--- src/rtl/booth_divider.sv ---
// booth_divider: sequential signed radix-2 restoring divider on operand magnitudes,
// with a final sign-correction step and the multiplier's load/done handshake.
module booth_divider #(
   parameter int DW = 16,
   parameter int VW = 8
) (
   input  logic          clk,
   input  logic          rst,
   input  logic          load,
   input  logic [DW-1:0] dividend,
   input  logic [VW-1:0] divisor,
   output logic [DW-1:0] quotient,
   output logic [VW-1:0] remainder,
   output logic          done,
   output logic          busy,
   output logic          div_zero,
   output logic          ovf
);
   localparam int CW = $clog2(DW + 1);
   typedef enum logic [1:0] {IDLE, CALC, FIX, DONE} state_t;
   state_t state, state_nxt;
   logic [VW:0] r;
   logic [DW-1:0] q;
   logic [VW-1:0] dv;
   logic [CW-1:0] count;
   logic sign_q, sign_r;
   logic accept, last;
   logic [VW:0] r_sh;
   logic [VW+1:0] diff;
   assign accept = load && (state == IDLE || state == DONE);
   assign last = count == CW'(DW - 1);
   assign busy = (state == CALC) || (state == FIX);
   // Partial remainder never exceeds |divisor|, so only its low VW bits shift up.
   assign r_sh = {r[VW-1:0], q[DW-1]};
   assign diff = {1'b0, r_sh} - {2'b0, dv};
   always_ff @(posedge clk or negedge rst) begin
      if (!rst) state <= IDLE;
      else state <= state_nxt;
   end
   always_comb begin
      state_nxt = state;
      case (state)
         IDLE, DONE: if (load) state_nxt = (divisor == '0) ? FIX : CALC;
         CALC:       if (last) state_nxt = FIX;
         FIX:        state_nxt = DONE;
         default:    state_nxt = IDLE;
      endcase
   end
   always_ff @(posedge clk or negedge rst) begin
      if (!rst) begin
         r         <= '0;
         q         <= '0;
         dv        <= '0;
         count     <= '0;
         sign_q    <= 1'b0;
         sign_r    <= 1'b0;
         quotient  <= '0;
         remainder <= '0;
         done      <= 1'b0;
         div_zero  <= 1'b0;
         ovf       <= 1'b0;
      end else if (accept) begin
         sign_q   <= dividend[DW-1] ^ divisor[VW-1];
         sign_r   <= dividend[DW-1];
         q        <= dividend[DW-1] ? -dividend : dividend;
         dv       <= divisor[VW-1] ? -divisor : divisor;
         r        <= '0;
         count    <= '0;
         done     <= 1'b0;
         div_zero <= 1'b0;
         ovf      <= 1'b0;
      end else if (state == CALC) begin
         r     <= diff[VW+1] ? r_sh : diff[VW:0];
         q     <= {q[DW-2:0], ~diff[VW+1]};
         count <= count + 1'b1;
      end else if (state == FIX) begin
         done <= 1'b1;
         if (dv == '0) begin
            quotient  <= '1;
            remainder <= '0;
            div_zero  <= 1'b1;
         end else begin
            quotient  <= sign_q ? -q : q;
            remainder <= VW'(sign_r ? -r : r);
            ovf       <= (q == {1'b1, {(DW-1){1'b0}}}) && !sign_q;
         end
      end
   end
endmodule
--- config.mk ---
export PLATFORM = sky130hd
export DESIGN_NAME = booth_divider
export DESIGN_NICKNAME = d
export VERILOG_FILES = /design/src/rtl/booth_divider.sv
export SDC_FILE = /design/constraint.sdc
export NUM_CORES = 1
export LEC_CHECK = 0
export CORE_MARGIN = 2
export CORE_UTILIZATION = 55
export CTS_CLUSTER_DIAMETER = 50
export DETAILED_ROUTE_END_ITERATION = 12
export GPL_ROUTABILITY_DRIVEN = 0
export PLACE_DENSITY = 0.89
export SYNTH_ARGS = -nofsm -noshare
export SYNTH_HDL_FRONTEND = slang
export SYNTH_SLANG_ARGS = --single-unit
--- constraint.sdc ---
create_clock -name clk -period 2.55 [get_ports clk]
set_clock_uncertainty 0.1 [all_clocks]
set_input_delay 0.3825 -clock clk [delete_from_list [all_inputs] [get_ports clk]]
set_output_delay 0.3825 -clock clk [all_outputs]
set_load 0.005 [all_outputs]
Word-level counts from Yosys, hierarchy flattened
Index checks and enable logic that the tools add are counted.
- add/subtract/negate cells: 6
- multiplexer cells: 28
- reductions and logical operators: 17
- bitwise gates (word level): 4
- equal/unequal tests: 9
- operator list (operator ; count):
    16-bit two-way mux ; 5
    8-bit two-way mux ; 6
    16-bit negation ; 2
    16-bit equality test (second input constant) ; 1
    8-bit logical NOT ; 2
    8-bit negation ; 2
    1-bit two-way mux ; 11
    5-bit two-way mux ; 2
    9-bit by 8-bit subtractor with 10-bit output ; 1
    3-bit AND reduction ; 3
    2-bit != test (second input constant) ; 4
    2-bit two-way mux ; 3
    2-bit case mux with 3 select lines ; 1
    2-bit nonzero test ; 3
    5-bit by 1-bit adder with 5-bit output (second input constant) ; 1
    5-bit by 4-bit equality test with 1-bit output (second input constant) ; 1
    2-bit equality test (second input constant) ; 2
    2-bit AND reduction ; 2
    1-bit inverter ; 3
    2-bit by 1-bit equality test with 1-bit output (second input constant) ; 1
    1-bit logical AND ; 2
    2-bit logical NOT ; 1
    1-bit logical OR ; 2
    2-bit OR reduction ; 1
    2 further kinds ; 2
- input bits: 27
- logic and storage cells: 76
- bits in registers: 68
- output and inout port bits: 28

Longest topological paths before layout
Gate-level depths: netlist of run 1.
- depth after elaboration: 6
- mapped depth: 8

Worst setup path after synthesis of run 1
No wires, ideal clock.
- path type: register to register
- start: register r[4]
- end: register r[1]
- data arrival time: 2.031 ns
- library setup time: 0.116 ns
- setup slack: 0.304 ns
- buffers on the path: 0
- clock period less this slack: 2.246 ns
- cell stages (with the launch flop): 7
- required time: 2.334 ns
- path through: dfrtp_1 ha_1 nand4_1 a2111oi_0 nor2_1 or4b_2 o311ai_0
- cells in the longest elaborated chain, start to end: 4
- RTL lines (what ; line ; source):
    start, declared ; 22 ; logic [VW:0] r;
    start signal, assigned ; 73 ; r <= diff[VW+1] ? r_sh : diff[VW:0];
    9-bit by 8-bit subtractor with 10-bit output ; 35 ; assign diff = {1'b0, r_sh} - {2'b0, dv};
    8-bit two-way mux ; 73 ;
    8-bit two-way mux ; 72 ; end else if (state == CALC) begin
    8-bit two-way mux ; 62 ; end else if (accept) begin
Every way passes these cells. The select of a mux whose other input is x is not followed.
A chain may end at the register's enable or synchronous reset.

Final worst setup path of run 1
- start: input divisor[0]
- end: register state[0]
- cells in the longest elaborated chain, start to end: 4
- RTL lines (what ; line ; source):
    start, declared ; 11 ; input logic [VW-1:0] divisor,
    8-bit logical NOT ; 43 ; IDLE, DONE: if (load) state_nxt = (divisor == '0) ? FIX : CALC;
    2-bit two-way mux (2 in series) ; 43 ;
    2-bit case mux with 3 select lines ; 42 ; case (state)
    end signal, assigned ; 38 ; else state <= state_nxt;
    end, declared ; 21 ; state_t state, state_nxt;
Every way passes these cells. The select of a mux whose other input is x is not followed.

==> summary.txt, run 1 <==
Minimum hold slack - 0.4096 ns
# setup viols final - 0
Post-synth top flop - dfrtp_1
WP data arrival - 2.54 ns
Post-Route Utilization - 70.87%
Root Buffer - clkbuf_8
Yosys warnings - 0
FMAX - 414.9 MHz
Slew Viols, Final - 0
Power per cell area - 1292 nW/um2
Mean routed wirelength per cell - 15.47 um
Post-synthesis compound-gate area fraction - 18.68%
Seq cells post-synth - 68
Share of cells above drive strength 1 - 10.04%
Row Count - 31
Violation count after the first detailed-route iteration - 271
Critical path fanouts, max - 2
Area of the mapped netlist - 4220 um2
Remaining global-route overflow - 0
EDFF count, synth - 0
Drc violations - 0
Max_slew headroom - 54.09%
Die Area - 8390 um2
TritonCTS clock tree - yes
Busiest grt layer - met2
CP Cell Sequence - clkdlybuf4s50_1 -> inv_1 -> ha_1 -> or3b_2 -> or3_1 -> o311ai_2 -> a21oi_1 -> a311o_1
CTS sink cnt - 68
# fillers - 520
Type of element capturing the critical path - flop
Port Buf Inserts - 54
Via count - 3681
Pin count of the biggest net entering global routing - 44
Yosys cell types - 50
Mux cell area share after synthesis - 3.587%
TNS Setup - 0 ns
Number of global-route vias before repair - 3615
Detailed placement HPWL - 7.309 mm
CP Class - in -> reg
Max cap viols - 0
Hold Fails Final Rpt - 0
Avg Cell Area, Syn - 9.037 um2
Synth Area in Adders - 5.218%
Worst VDD drop - 0.7546 mV
Clk Latency, worst-skew pair - 0.36 ns
Worst slew pin tran - 0.6865 ns
# diodes - 0
Fin nets - 577
Largest family of logic cells by synthesized area - compound AO/OA/AOI/OAI gates
Clk buf depth - 2
Slowest stage delay, CP - 0.46 ns
CP required - 2.68 ns
CORE AREA - 7331 um2
Leak - 2.196 nW
IO Pins - 55
Met2 Usage GRT - 40.81%
H-Tree Depth - 3
Synth Area in XOR/XNOR - 9.546%
Initial antenna violation count - 0
First-pass GRT wire length - 16.95 mm
Clock period minus worst slack - 2.410 ns
Cells after synthesis - 467
Post-route ant nets - 0
GR Layer Usage met3 - 4.896%
Hold WC Path Type - reg -> reg
TritonCTS buffer count - 9
RSZ-0062 raised after global routing - no
Clk slew on worst S/H paths - 0.08 ns
Outcome - complete, no violations
Detailed-router iteration count before antenna repair - 5
Worst path slowest cell - or3b_2
Vias per cell - 5.779
Final period util - 94.51%
Synth async-reset ratio - 100.0%
Worst setup SP type - primary input
Synth-to-layout area growth - 23.10%
Final wirelength - 9.855 mm
GRT Total Usage - 25.09%
Storage element area - 1702 um2
Die width - 91.60 um
Initial core utilization - 57.57%
Die height - 91.60 um
Grt met1 use - 33.42%
Post-synth net total - 511
Area of the multi-input gates - 2293 um2
Sequential fraction of the synthesis area - 40.32%
Simple-Gate Fraction of Synth Area - 16.87%
-- worst max-delay path: cells and delay by family --
kind	cells	cell delay [ns]
fa+ha+maj	1	0.16
simple gates	2	0.81
buf+inv	2	0.50
compound gates	3	0.68
-- logic make-up after synthesis --
| family | count (synthesis) |
|---|---|
| compound gates | 121 |
| xor+xnor | 46 |
| fa+ha+maj | 17 |
| buf+inv | 57 |
| flops | 68 |
| mux | 15 |
| simple gates | 143 |
-- flip-flops by register name, indices dropped and copies added (netlist names) --
| name | flops |
|---|---|
| r | 8 |
| done | 1 |
| ovf | 1 |
| q | 16 |
| count | 5 |
| quotient | 16 |
| div_zero | 1 |
| sign_q | 1 |
| sign_r | 1 |
| state | 2 |
| remainder | 8 |
| dv | 8 |
-- final cells by class --
class                   count  area share [%]
repair buffers             81           14.50
flip-flops and latches     68           32.76
clock buffers               9           2.384
inverters                  31           2.240
well taps                  99           2.384
multi-input cells         342           44.15
clock inverters             7           1.590
-- layer usage --
metal / routed length (um) / vias up
li1: - / 1807
met1: 4463 / 1748
met2: 4780 / 115
met3: 488 / 11
met4: 123 / 0
met5: 0 / -
-- where the power goes --
group / switching, mW / internal [mW]
combinational: 1.96 / 1.78
sequential: 0.479 / 1.56
clock: 0.465 / 0.467
-- synthesized netlist by cell type, drive strengths merged, types with 2 or more instances --
cell | instances | area, um2
dfrtp | 68 | 1702
nand2 | 40 | 150.1
nor2 | 38 | 142.6
o21ai | 38 | 190.2
inv | 31 | 116.4
xor2 | 26 | 227.7
clkbuf | 23 | 86.33
a21oi | 21 | 105.1
xnor2 | 20 | 175.2
ha | 16 | 200.2
a31oi | 15 | 93.84
mux2i | 14 | 140.1
a211oi | 13 | 97.59
nor2b | 13 | 81.33
nand3 | 9 | 45.04
o31ai | 9 | 67.56
nand2b | 7 | 43.79
nand4 | 7 | 43.79
nor3 | 7 | 35.03
nor4 | 5 | 31.28
o22a | 5 | 43.79
o41ai | 5 | 62.56
or4 | 5 | 41.29
o311ai | 3 | 26.28
or3 | 3 | 18.77
a21o | 2 | 15.01
a311o | 2 | 20.02
buf | 2 | 8.750
nor4b | 2 | 17.52
o22ai | 2 | 12.51
or4b | 2 | 23.77
-- final timing paths --
check | endpoint | startpoint | slack [ns] | cells after the start
setup reg to reg | r[1] | r[1] | 0.17 | 6
hold / removal | dv[4] | dv[4] | 0.41 | 2
min in group asynchronous | quotient[5] | rst | 0.46 | 3
hold reg to reg | dv[4] | dv[4] | 0.41 | 2
max in group asynchronous | dv[1] | rst | 1.47 | 3
setup / recovery | state[0] | divisor[0] | 0.14 | 8
-- what timing repair did --
item                       in CTS  in global routing
hold endpoints to repair       32                  0
setup endpoints to repair       0                  3
resized for setup               0                  4
hold buffers                    1                  0
buffers inserted                0                  1
-- placed cells by master (no fill, tap or decap), types with 3 or more instances in the layout --
master	count
or4_1	4
nand4_1	7
mux2i_1	14
nand2b_1	7
nand2_1	40
inv_1	31
nor4_1	5
nor2b_1	13
clkdlybuf4s50_1	53
xor2_1	26
a31oi_1	15
ha_1	14
o41ai_1	4
nor2_1	38
nand3_1	9
nor3_1	7
xnor2_1	20
o31ai_1	9
clkbuf_8	9
clkinv_4	3
a211oi_1	13
dfrtp_1	68
o21ai_0	38
or3_1	3
inv_6	3
buf_4	25
a21oi_1	21
o22a_1	5
-- metrics by stage --
stage / area [um2] / instances / worst slack, ns / power, mW
6_report: 5195 / 637 / 0.1399 / 6.710
5_1_grt: 5195 / 637 / 0.01504 / 7.272
4_1_cts: 5171 / 636 / 0.03207 / 6.632
3_5_place_dp: 4955 / 619 / -0.2805 / 5.682
3_3_place_gp: 4955 / 619 / -0.1569 / 5.457
2_1_floorplan: 4220 / 467 / 0.3038 / 4.413
Power figures use the tool's default switching activity.
==> run 2: changes to the inputs <==
==> constraint.sdc (replaced) <==
create_clock -name clk -period 2.7 [get_ports clk]
set_clock_uncertainty 0.1 [all_clocks]
set_input_delay 0.405 -clock clk [delete_from_list [all_inputs] [get_ports clk]]
set_output_delay 0.405 -clock clk [all_outputs]
set_load 0.005 [all_outputs]
==> run 2 against run 1 <==
The flow now finishes with violations (negative hold slack). Via count up 0.62%. Total power fell by 6.9%. Register-to-register slack about the same. Worst setup slack better by 0.030 ns. Sequential power fell by 5%. Die area did not move. Hold slack got worse by 0.43 ns. Clock-buffer cell count did not move. Combinational power fell by 6.4%. Wire length is 0.61% lower. Utilization fell by 0.75 points. Flip-flop and latch count did not move. Critical path type is now reg -> reg. Critical endpoint is now r[1].
==> summary.txt, run 2 (same netlist as run 1, synthesis figures left out) <==
Outcome - complete, but fails checks
Placed cell area - 4947 um2 (-0.15%)
Worst setup SP type - flop
Fin nets - 574 (-0.52%)
Setup Buffers After CTS - 0 (unchanged)
Pin count of the biggest net entering global routing - 44 (unchanged)
Post-Route Utilization - 70.11% (-0.75 points)
CTS sink cnt - 68 (unchanged)
Commonest non-fill, non-tap cells in the layout - dfrtp_1, clkdlybuf4s50_1, nand2_1, nor2_1, o21ai_0
Vias per cell - 5.842 (+1.1%)
Hold Fails Final Rpt - 26 (+26)
Die height - 91.60 um (unchanged)
Power per cell area - 1215 nW/um2 (-5.9%)
Worst VDD drop - 0.7183 mV (-4.8%)
Type of element capturing the critical path - flop
Crit path max-delay family - simple AND/OR/NAND/NOR gates
Synth-to-layout area growth - 21.79%
GRT Total Usage - 24.68% (-0.41 points)
Drc violations - 0 (unchanged)
CP Cell Sequence - ha_1 -> nor2_1 -> a2111oi_1 -> nor2_1 -> buf_4 -> or4b_2 -> o311ai_0
Hold Buf Count CTS - 0 (-1)
Worst path slowest cell - or4b_2
TritonCTS buffer count - 9 (unchanged)
Mean routed wirelength per cell - 15.45 um (-0.14%)
RSZ-0062 raised after global routing - no
FMAX - 395.3 MHz
CP Class - reg -> reg
Worst Setup Slack, final - 0.1702 ns (+0.03029 ns)
WP buf/inv - 1 (-1)
Row Count - 31 (unchanged)
Die width - 91.60 um (unchanged)
H-Tree Depth - 3 (unchanged)
Critical path fanouts, max - 11 (+9)
CP required - 2.82 ns (+0.14 ns)
Leak - 2.182 nW (-0.65%)
# diodes - 0 (unchanged)
Initial core utilization - 57.57% (unchanged)
First-pass GRT wire length - 16.70 mm (-1.5%)
Number of global-route vias before repair - 3567 (-1.3%)
Most used cell, CP - nor2_1
Initial antenna violation count - 0 (unchanged)
Remaining global-route overflow - 0 (unchanged)
Final wirelength - 9.795 mm (-0.61%)
Tot Pwr - 6.245 mW (-6.9%)
Die Area - 8390 um2 (unchanged)
TritonCTS clock tree - yes
# setup viols final - 0 (unchanged)
Worst slew pin tran - 0.6843 ns (-0.002216 ns)
Detailed placement HPWL - 7.193 mm (-1.6%)
Slowest stage delay, CP - 0.61 ns (+0.15 ns)
Failing checks - negative hold slack
Slew Viols, Final - 0 (unchanged)
Max_slew headroom - 54.24% (+0.15 points)
Commonest non-fill, non-tap cell in the layout - dfrtp_1
Post-CTS Resized - 0 (unchanged)
Root Buffer - clkbuf_8
Via count - 3704 (+0.62%)
Worst slack, placed - -0.1142 ns (+0.1663 ns)
Clk slew on worst S/H paths - 0.07 ns (about the same)
Violation count after the first detailed-route iteration - 217 (-20%)
Final period util - 93.70%
WP data arrival - 2.65 ns (+0.11 ns)
Post-route ant nets - 0 (unchanged)
Clk Latency, worst-skew pair - 0.35 ns (about the same)
Minimum hold slack - -0.01725 ns (-0.4269 ns)
Share of cells above drive strength 1 - 9.159% (-0.88 points)
Clock period minus worst slack - 2.530 ns
Finished Cell Area - 5140 um2 (-1.1%)
Hold WC Path Type - in -> async
IO Pins - 55 (unchanged)
Port Buf Inserts - 54 (unchanged)
R2R setup slack - 0.17 ns (about the same)
Clk buf depth - 2 (unchanged)
CORE AREA - 7331 um2 (unchanged)
Detailed-router iteration count before antenna repair - 5 (unchanged)
Top flop regs - q (16), quotient (16)
Max cap viols - 0 (unchanged)
## run 2: metal layers
metal | global-route usage [%] | vias up | share of wire [%]
met3 | 3.900 | 18 | 5.2
met4 | 8.965 | 0 | 1.5
li1 | - | 1783 | -
met5 | 0 | - | 0
met1 | 33.17 | 1786 | 44
met2 | 40.38 | 117 | 49
## run 2: final timing paths
check	startpoint	endpoint	cells after the start
setup / recovery	r[1]	r[1]	7
hold / removal	rst	quotient[2]	1
setup reg to reg	r[1]	r[1]	7
hold reg to reg	div_zero	div_zero	2
max in group asynchronous	rst	done	2
min in group clk	div_zero	div_zero	2
## run 2: where the power goes
group | switching (mW) | internal (mW)
sequential | 0.454 | 1.48
combinational | 1.82 | 1.67
clock | 0.400 | 0.423
total | 2.67 | 3.57
## run 2: area by class of cell
class                           count  area, um2
Clock buffer                        9      123.9
Clock inverter                      7      67.56
Fill cell                         538       2191
Inverter                           31      116.4
Multi-Input combinational cell    342       2278
Sequential cell                    68       1702
Tap cell                           99      123.9
Timing Repair Buffer               78      728.2
## run 2: metrics by stage
step	setup TNS (ns)	std cells	hold WS (ns)
final	0	634	-0.01725
after global routing	0	634	0.02912
after CTS	0	634	0.003848
after detailed placement	-0.1371	618	0.3753
after floorplan	0	467	0.009409
after global placement	-0.02794	618	0.3725
## run 2: worst register-to-register path, cell delays in order (launching register included)
cell	delay [ns]
dfrtp_1	0.43
ha_1	0.35
nor2_1	0.08
a2111oi_1	0.38
nor2_1	0.13
buf_4	0.20
or4b_2	0.61
o311ai_0	0.13
==> edit: new RTL, config.mk and constraints of run 2 <==
Set the parameter `DW` to 8 (it was 16).
--- a/src/rtl/booth_divider.sv
+++ b/src/rtl/booth_divider.sv
@@ -1,7 +1,7 @@
 // booth_divider: sequential signed radix-2 restoring divider on operand magnitudes,
 // with a final sign-correction step and the multiplier's load/done handshake.
 module booth_divider #(
-   parameter int DW = 16,
+   parameter int DW = 8,
    parameter int VW = 8
 ) (
    input  logic          clk,
Ports: changed (resized dividend and quotient); port bits go from 55 to 39. The function was not compared with the original's and may differ.
==> edit against run 2 <==
- maximum frequency is 2.5% higher
- area after synthesis decreased by 26%
- first-iteration DRC count shrank 9.2%
- setup slack better by 0.062 ns
- sequential power shrank 24%
- die area shrank 25%
- utilization down 2.8 points
- non-clock buffer count fell by 32
- final area is 28% lower
- worst hold slack improved by 0.43 ns
- sequential cell count shrank 17
- routed wire length fell by 33%
- power shrank 24%
==> edit: results (changes against run 2) <==
* GRT Util Overall at 22.86% (-1.8 points)
* Longest Clk Path Bufs at 2 (unchanged)
* Pin slew with the least headroom to its limit at 0.6086 ns (-0.07577 ns)
* Global-route met3 utilization at 4.186% (+0.29 points)
* M1 wire length at 2.812 mm (-35%)
* CP max FO at 13 (+2)
* Setup repair bufs after CTS at 0 (unchanged)
* Worst-Skew Late Latency at 0.32 ns (-0.03 ns)
* FILL cells at 452 (-16%)
* Mean Syn Cell Area at 8.850 um2 (-2.1%)
* Top sig layer: met4
* Initial antenna violation count at 0 (unchanged)
* Ratio of cells with drive above 1 in the final layout at 5.398% (-3.8 points)
* Synth Net Count at 389 (-24%)
* Hpwl dp at 5.061 mm (-30%)
* Drt total wl at 6.560 mm (-33%)
* Status: finished, final reports clean
* Unique masters post-synth at 46 (-8.0%)
* Async SR Flop Fraction at 100.0% (unchanged)
* Sequential-to-total area share from yosys stat at 40.73% (+0.41 points)
* Peak VDD IR at 1002 uV (+40%)
* Largest net degree at the start of global routing at 30 (-32%)
* Slowest cell on crit path: dfrtp_1
* Drt pass-1 iters at 4 (-1)
* Top post-synthesis cells by count: dfrtp_1, nand2_1, o21ai_0
* CP Launch Type: flop
* Worst Setup EP: r[1]$_DFFE_PN0P_
* Minimum clock period at 2.468 ns (-0.06183 ns)
* Worst-path clk slew at 0.10 ns (+0.03 ns)
* Dpl cells at 452 (-27%)
* M1 GR Usage at 27.91% (-5.3 points)
* DRT iter0 DRCs at 197 (-9.2%)
* Place WS at 0.02181 ns (+0.1360 ns)
* Largest stage delay, worst path at 0.48 ns (-0.13 ns)
* GR Layer Usage met2 at 39.92% (-0.46 points)
* WHS Path Cells at 1
* Routed length per instance at 14.23 um (-7.9%)
* Most frequent cell after synthesis: dfrtp_1
* Synth area leaders: dfrtp_1, ha_1, o21ai_0
* Worst Hold End: quotient[3]$_DFFE_PN0P_
* Leak at 1.634 nW (-25%)
* Hold Crit Class: reg -> reg
* Reg-to-reg startpoint: r[2]$_DFFE_PN0P_
* First-pass GRT wire length at 11.45 mm (-31%)
* ANT cells at 0 (unchanged)
* HP Start: quotient[3]$_DFFE_PN0P_
* Worst Reg-to-Reg Cells at 7 (unchanged)
* CTS Root Cell: clkbuf_8
* Via count at 2610 (-30%)
* NumNets Final at 423 (-26%)
* Placed Area at 3576 um2 (-28%)
* Met2 wire len at 3.357 mm (-30%)
* CTS Buf Count at 5 (-4)
* Met3 routed WL at 299 um (-41%)
* Sw Pwr at 0.002035 W (-24%)
* IO Port Bufs at 38 (-30%)
* Synth warn at 0 (unchanged)
* H-tree Lvls at 2 (-1)
==> edit: repair_timing <==
item                       CTS  global route
setup endpoints to repair    0             0
hold endpoints to repair    22             0
gates resized for setup      0             0
hold buffers                 1             0
==> edit: power groups by stage <==
stage | combinational, W | clock (W) | sequential, W
global placement | 0.00256 | 0 | 0.00146
finish | 0.00269 | 0.000570 | 0.00147
CTS | 0.00269 | 0.000579 | 0.00147
global route | 0.00305 | 0.000605 | 0.00152
detailed placement | 0.00268 | 0 | 0.00148
floorplan | 0.00198 | 0 | 0.00137
==> edit: final cells by class <==
class                           count  area (um2)  share of cell area [%]
Clock inverter                      2       38.79                   1.046
Timing Repair Buffer               46       437.9                   11.81
Inverter                           30       112.6                   3.037
Tap cell                           72       90.09                   2.430
Multi-Input combinational cell    254        1669                   45.02
Sequential cell                    51        1276                   34.42
Clock buffer                        6       82.58                   2.227
==> edit: cells by family after synthesis <==
family / after synthesis / share of synthesized area [%]
AOI/OAI and AO/OA: 85 / 17.21
xor gates and xnor gates: 30 / 8.387
adders and majority gates: 16 / 6.629
buffers and inverters: 49 / 5.990
DFF: 51 / 40.73
muxes: 13 / 4.193
and+or+nand+nor: 110 / 16.85
==> edit: worst max-delay path: cells and delay by family, from the launching register on <==
kind	cells	cell delay, ns
AND/OR/NAND/NOR	3	0.60
flip-flops	1	0.48
AO/OA/AOI/OAI	2	0.56
adder cells (fa/ha/maj)	1	0.41
buffers and inverters	1	0.20
==> edit: per-stage QoR <==
stage                     power [W]  hold slack [ns]
after floorplan            0.003349         0.009409
after global placement     0.004020           0.2849
after detailed placement   0.004163           0.2930
after CTS                  0.004737           0.4158
after global routing       0.005182           0.4297
final                      0.004732           0.4158
